**src/rtl/m_msg_scroller.sv**
```systemverilog
// m_msg_scroller
//   Reads a 16-entry, two-variant seven-segment message ROM and multiplexes
//   the returned patterns across a common-anode display. The scroll offset
//   advances every STEP_CYCLES run cycles, so the message marches leftward.
//
// Ports
//   clk          system clock
//   rst          synchronous reset, active-high
//   en           run enable; low blanks the display and holds the offset
//   variant_in   message select (0 = Hello, 1 = Goodbye)
//   rom_variant  registered variant select to the ROM
//   rom_adr      ROM address = offset + dig (mod 16), combinational
//   rom_dat      ROM data, combinational response to rom_adr/rom_variant
//   seg          registered segment pattern, active-low, bit 7 = dp
//   an           registered digit enables, active-low, an[DIGITS-1] = leftmost
//
// Optional feature macro: SCROLLER_BLANK_EN
//   When defined, an is held all ones during the first cycle of every digit
//   slot to suppress ghosting between digits.

module m_msg_scroller #(
  parameter int DIGITS      = 4,
  parameter int SCAN_CYCLES = 50000,
  parameter int STEP_CYCLES = 25000000
) (
  input  logic              clk,
  input  logic              rst,
  input  logic              en,
  input  logic              variant_in,
  output logic              rom_variant,
  output logic [3:0]        rom_adr,
  input  logic [7:0]        rom_dat,
  output logic [7:0]        seg,
  output logic [DIGITS-1:0] an
);

  localparam int SCAN_W = (SCAN_CYCLES > 1) ? $clog2(SCAN_CYCLES) : 1;
  localparam int STEP_W = (STEP_CYCLES > 1) ? $clog2(STEP_CYCLES) : 1;
  localparam int DIG_W  = (DIGITS > 1) ? $clog2(DIGITS) : 1;

  localparam logic [SCAN_W-1:0] SCAN_LAST = SCAN_W'(SCAN_CYCLES - 1);
  localparam logic [SCAN_W-1:0] SCAN_ONE  = SCAN_W'(1);
  localparam logic [STEP_W-1:0] STEP_LAST = STEP_W'(STEP_CYCLES - 1);
  localparam logic [STEP_W-1:0] STEP_ONE  = STEP_W'(1);
  localparam logic [DIG_W-1:0]  DIG_LAST  = DIG_W'(DIGITS - 1);
  localparam logic [DIG_W-1:0]  DIG_ONE   = DIG_W'(1);

  typedef enum logic [0:0] {
    ST_IDLE = 1'b0,
    ST_RUN  = 1'b1
  } state_t;

  state_t              state_r, state_s;
  logic [SCAN_W-1:0]   scan_cnt_r, scan_cnt_s;
  logic [STEP_W-1:0]   step_cnt_r, step_cnt_s;
  logic [DIG_W-1:0]    dig_r, dig_s;
  logic [3:0]          offset_r, offset_s;
  logic                variant_s;
  logic [7:0]          seg_s;
  logic [DIGITS-1:0]   an_s;
  logic [DIGITS-1:0]   an_sel_s;

  // ROM address: 4-bit truncating add wraps the message naturally.
  assign rom_adr = offset_r + 4'(dig_r);

  // Active-low one-hot enable for the current digit; dig 0 is the leftmost.
  always_comb begin
    an_sel_s = {DIGITS{1'b1}};
    for (int i = 0; i < DIGITS; i++) begin
      if (i == (DIGITS - 1 - int'(dig_r))) begin
        an_sel_s[i] = 1'b0;
      end else begin
        an_sel_s[i] = 1'b1;
      end
    end
  end

  // Next-state, counter and output-register logic.
  always_comb begin
    state_s    = state_r;
    scan_cnt_s = scan_cnt_r;
    step_cnt_s = step_cnt_r;
    dig_s      = dig_r;
    offset_s   = offset_r;
    variant_s  = rom_variant;
    seg_s      = 8'hFF;
    an_s       = {DIGITS{1'b1}};
    case (state_r)
      ST_IDLE: begin
        scan_cnt_s = {SCAN_W{1'b0}};
        step_cnt_s = {STEP_W{1'b0}};
        dig_s      = {DIG_W{1'b0}};
        if (en) begin
          state_s = ST_RUN;
        end else begin
          state_s = ST_IDLE;
        end
      end
      ST_RUN: begin
        seg_s = rom_dat;
`ifdef SCROLLER_BLANK_EN
        if (scan_cnt_r == {SCAN_W{1'b0}}) begin
          an_s = {DIGITS{1'b1}};
        end else begin
          an_s = an_sel_s;
        end
`else
        an_s = an_sel_s;
`endif
        if (!en) begin
          // Leaving RUN: offset is held, the scan restarts at dig 0 later.
          state_s    = ST_IDLE;
          scan_cnt_s = {SCAN_W{1'b0}};
          step_cnt_s = {STEP_W{1'b0}};
          dig_s      = {DIG_W{1'b0}};
        end else if (variant_in != rom_variant) begin
          // New message restarts from its first character; this wins over
          // any step terminal landing in the same cycle.
          variant_s  = variant_in;
          offset_s   = 4'd0;
          scan_cnt_s = {SCAN_W{1'b0}};
          step_cnt_s = {STEP_W{1'b0}};
          dig_s      = {DIG_W{1'b0}};
        end else begin
          if (scan_cnt_r == SCAN_LAST) begin
            scan_cnt_s = {SCAN_W{1'b0}};
            if (dig_r == DIG_LAST) begin
              dig_s = {DIG_W{1'b0}};
            end else begin
              dig_s = dig_r + DIG_ONE;
            end
          end else begin
            scan_cnt_s = scan_cnt_r + SCAN_ONE;
          end
          if (step_cnt_r == STEP_LAST) begin
            step_cnt_s = {STEP_W{1'b0}};
            offset_s   = offset_r + 4'd1;
          end else begin
            step_cnt_s = step_cnt_r + STEP_ONE;
          end
        end
      end
      default: begin
        state_s = ST_IDLE;
      end
    endcase
  end

  // State, counter and output registers with synchronous reset.
  always_ff @(posedge clk) begin
    if (rst) begin
      state_r     <= ST_IDLE;
      scan_cnt_r  <= {SCAN_W{1'b0}};
      step_cnt_r  <= {STEP_W{1'b0}};
      dig_r       <= {DIG_W{1'b0}};
      offset_r    <= 4'd0;
      rom_variant <= 1'b0;
      seg         <= 8'hFF;
      an          <= {DIGITS{1'b1}};
    end else begin
      state_r     <= state_s;
      scan_cnt_r  <= scan_cnt_s;
      step_cnt_r  <= step_cnt_s;
      dig_r       <= dig_s;
      offset_r    <= offset_s;
      rom_variant <= variant_s;
      seg         <= seg_s;
      an          <= an_s;
    end
  end

endmodule

```
**config.mk**
```make
export PLATFORM = sky130hd
export DESIGN_NAME = m_msg_scroller
export DESIGN_NICKNAME = d
export VERILOG_FILES = /design/src/rtl/m_msg_scroller.sv
export SDC_FILE = /design/constraint.sdc
export NUM_CORES = 1
export LEC_CHECK = 0
export BUFFER_PORTS_ARGS = -buffer_cell sky130_fd_sc_hd__buf_2
export CAP_MARGIN = 20
export CORE_MARGIN = 1
export CORE_UTILIZATION = 55
export CTS_BUF_LIST = sky130_fd_sc_hd__clkbuf_16
export DETAILED_ROUTE_END_ITERATION = 12
export HOLD_SLACK_MARGIN = 0.08
export PLACE_DENSITY = 0.76
export SETUP_SLACK_MARGIN = 0.05
export SLEW_MARGIN = 20
export SYNTH_ARGS = -nofsm -noshare
export SYNTH_HDL_FRONTEND = slang
export SYNTH_SLANG_ARGS = --single-unit
```
**constraint.sdc**
```tcl
create_clock -name clk -period 2.29 [get_ports clk]
set_input_delay 0.1145 -clock clk [delete_from_list [all_inputs] [get_ports clk]]
set_output_delay 0.1145 -clock clk [all_outputs]
set_load 0.05 [all_outputs]
```
==> results.cfg <==
[status]
status = finished clean

[logic_synthesis]
synthMuxAreaShare_pct = 0.390
synth_warnings = 0
synth_most_common_cell = dfxtp_1
synth_top_family_by_area = simple AND/OR/NAND/NOR gates
synth.avg_cell_area_um2 = 9.09
synth-compound-area-share_pct = 3.76
seq_area_frac_synth_pct = 47.6
synth_fa_ha_area_share_pct = 5.17
synthSimpleGateAreaFrac_pct = 28.2
synth_cell_types = 37
synthArstFlopShare_pct = 0
ys_top_cells_by_count = 61 x dfxtp_1, 46 x nor2_1, 26 x nand2_1, 21 x xor2_1, 19 x nand3_1
ys_seq_elements = 61
ys_top_cells_by_area = dfxtp_1 48%, xor2_1 7.2%, nor2_1 6.7%, xnor2_1 5.8%, ha_1 4.4%
synth_top_cell_by_area = dfxtp_1
synth_xor_xnor_area_share_pct = 13.0
synthesis.nets = 304
syn_area_mm2 = 0.00256
ys.flop_type = dfxtp_1
syn_inst = 282
yosys.area.top_type_share_pct = 47.6
synth_edf_count = 0

[finish]
nNetsFinal = 354
area_growth_pct = 24.9
diodes = 0
drive_above_1_share_pct = 17.2

[run]
cap_violations = 0

[worst_setup_path]
startpoint = step_cnt_r[9]$_SDFF_PP0_
r2r-start = step_cnt_r[9]$_SDFF_PP0_
r2r_cells = 5
required_ns = 2.53
r2r_end = offset_r[3]$_SDFFE_PP0P_
crit_path_end_kind = flip-flop
cp-endpoint = offset_r[3]$_SDFFE_PP0P_
worst_ep_arrival_time_ns = 2.35
cp-start-kind = flip-flop
reg2reg_slack_ns = 0.19
crit_type = reg -> reg
path_max_fanout = 9

[cts]
ctsLongestPathBuffers = 2
htree_levels = 3
clkTransAtPathRegs_ns = 0.05
worstSkewPairLatency_ns = 0.32
root_buffer = clkbuf_16
clock_sinks = 61
cts_setup_buffers = 0
tritoncts = built
cts_buffers = 9

[placed_design]
placement.io_buffers = 28
place_congestion = 0.778
hpwlAfterDp_mm = 3.23

[timing]
max_freq_mhz = 476
whs_ns = 0.480
rsz0062_at_grt = no
final-setup-viol-count = 0
relSlewSlack_pct = 47.8
slew_viol_final = 0
fin_crit_ns = 2.10
fin_tns_setup_ns = 0
clock_skew_ns = 0.00386
period_share_pct = 91.8
hold_viol = 0
worst_pin_slew_ns = 0.781

[floorplan]
core_mm2 = 0.00441
rows = 24
die_h_um = 70.3
die_w_um = 70.3
start_util_pct = 58.1
pin_count = 29
die_area_mm2 = 0.00494

[pwr]
p_leak_nw = 1.17
powerDensity_mw_per_mm2 = 759
peakVddDrop_v = 0.000745

[route]
drtIter0Drc = 81
avgViaCountPerCell = 5.25
drt_wl_total_mm = 5.10
drt_first_pass_iters = 4
drt-wirelength-per-cell_um = 13.1
remaining_drc_errors = 0
ant_nets = 0
vias = 2041

[global_route]
grt_max_degree = 24
grt_overflow_total = 0
grtUsageTotal_pct = 22.5
grt_pass1_wl_mm = 8.59
grt_pass1_vias = 1996
antenna_found_initial = 0

[hold_path]
hold_class = reg -> reg
hold_depth = 2
## cell type report
| type | instances | area, um^2 |
|---|---|---|
| Clock buffer | 9 | 225 |
| Timing Repair Buffer | 44 | 288 |
| Sequential cell | 61 | 1220 |
| Fill cell | 330 | 1210 |
| Tap cell | 52 | 65.1 |
| Multi-Input combinational cell | 208 | 1310 |
| Clock inverter | 7 | 66.3 |
| Inverter | 8 | 30.0 |
## power by group
group | internal [mW] | switching [mW] | leakage [nW] | total [mW]
combinational | 0.0294 | 0.0403 | 0.532 | 0.0697
clock | 0.834 | 0.454 | 0.145 | 1.29
sequential | 1.07 | 0.00330 | 0.493 | 1.07
total | 1.93 | 0.498 | 1.17 | 2.43
## per-stage QoR
stage               power (mW)  std cells  setup slack, ns  area (um^2)  util, %
floorplan                 1.13        282            0.329         2560        -
global placement          1.15        362            0.226         2790     63.2
detailed placement        1.15        362            0.196         2790     63.2
CTS                       2.45        389            0.182         3190     72.3
global route              2.51        389           0.0586         3200     72.5
finish                    2.43        389            0.188         3200     72.5
## cells in the final DEF, fill, tap and decap left out, types with 2 or more instances in the layout
master / count
nand2b_1: 9
nor2b_1: 3
dlygate4sd3_1: 11
nand4_1: 8
clkinv_2: 4
dfxtp_1: 61
nor2_1: 46
inv_1: 8
nor4_1: 2
a21oi_1: 6
and3_1: 7
nand2_1: 26
buf_4: 5
nor4_2: 3
a31oi_1: 3
ha_1: 9
nand3_1: 19
xor2_1: 21
xnor2_1: 17
or3_2: 2
o21ai_0: 2
o211ai_1: 2
nor3_1: 4
or4_1: 5
clkbuf_16: 9
buf_2: 28
## metal layers
metal	wire (um)	vias to the layer above	part of all wire [%]	GRT usage, %
li1	-	1056	-	-
met1	2270	939	45	25.4
met2	2590	44	51	38.4
met3	215	2	4.2	8.23
met4	25	0	0.49	8.22
met5	0	-	0	0
## sequential cells by signal, indices dropped and copies added (netlist names)
name and flops:
state_r 1, an 4, rom_variant 1, offset_r 4
seg 8, step_cnt_r 25, dig_r 2, scan_cnt_r 16
## timing repair
| item | in CTS | in global routing |
|---|---|---|
| hold endpoints to repair | 14 | 0 |
| setup endpoints to repair | 0 | 5 |
| hold buffers | 11 | 0 |
| gates resized for setup | 0 | 2 |
## worst min path at each step
| stage | endpoint | start | slack (ns) |
|---|---|---|---|
| after global routing | scan_cnt_r[0]$_SDFF_PP0_ | scan_cnt_r[0]$_SDFF_PP0_ | 0.51 |
| after floorplan | seg[0]$_SDFF_PP1_ | rom_dat[0] | 0.22 |
| after detailed placement | seg[2]$_SDFF_PP1_ | rom_dat[2] | 0.30 |
| after CTS | rom_variant$_SDFFE_PP0P_ | rom_variant$_SDFFE_PP0P_ | 0.48 |
| after global placement | seg[7]$_SDFF_PP1_ | rom_dat[7] | 0.29 |
| final | rom_variant$_SDFFE_PP0P_ | rom_variant$_SDFFE_PP0P_ | 0.48 |
## logic make-up after synthesis
group                      after synthesis
AOI/OAI and AO/OA                       16
xor gates and xnor gates                38
adders and majority gates               10
buffers and inverters                   13
DFF                                     61
muxes                                    1
and+or+nand+nor                        143
## worst max-delay path, cell delays in order (launching register included)
cell and delay (ns):
dfxtp_1 0.33, or4_1 0.54, nor4_2 0.34, nand2_2 0.16, or4_1 0.49, a31oi_1 0.17
Note: power is estimated with default switching activity, not from simulation.
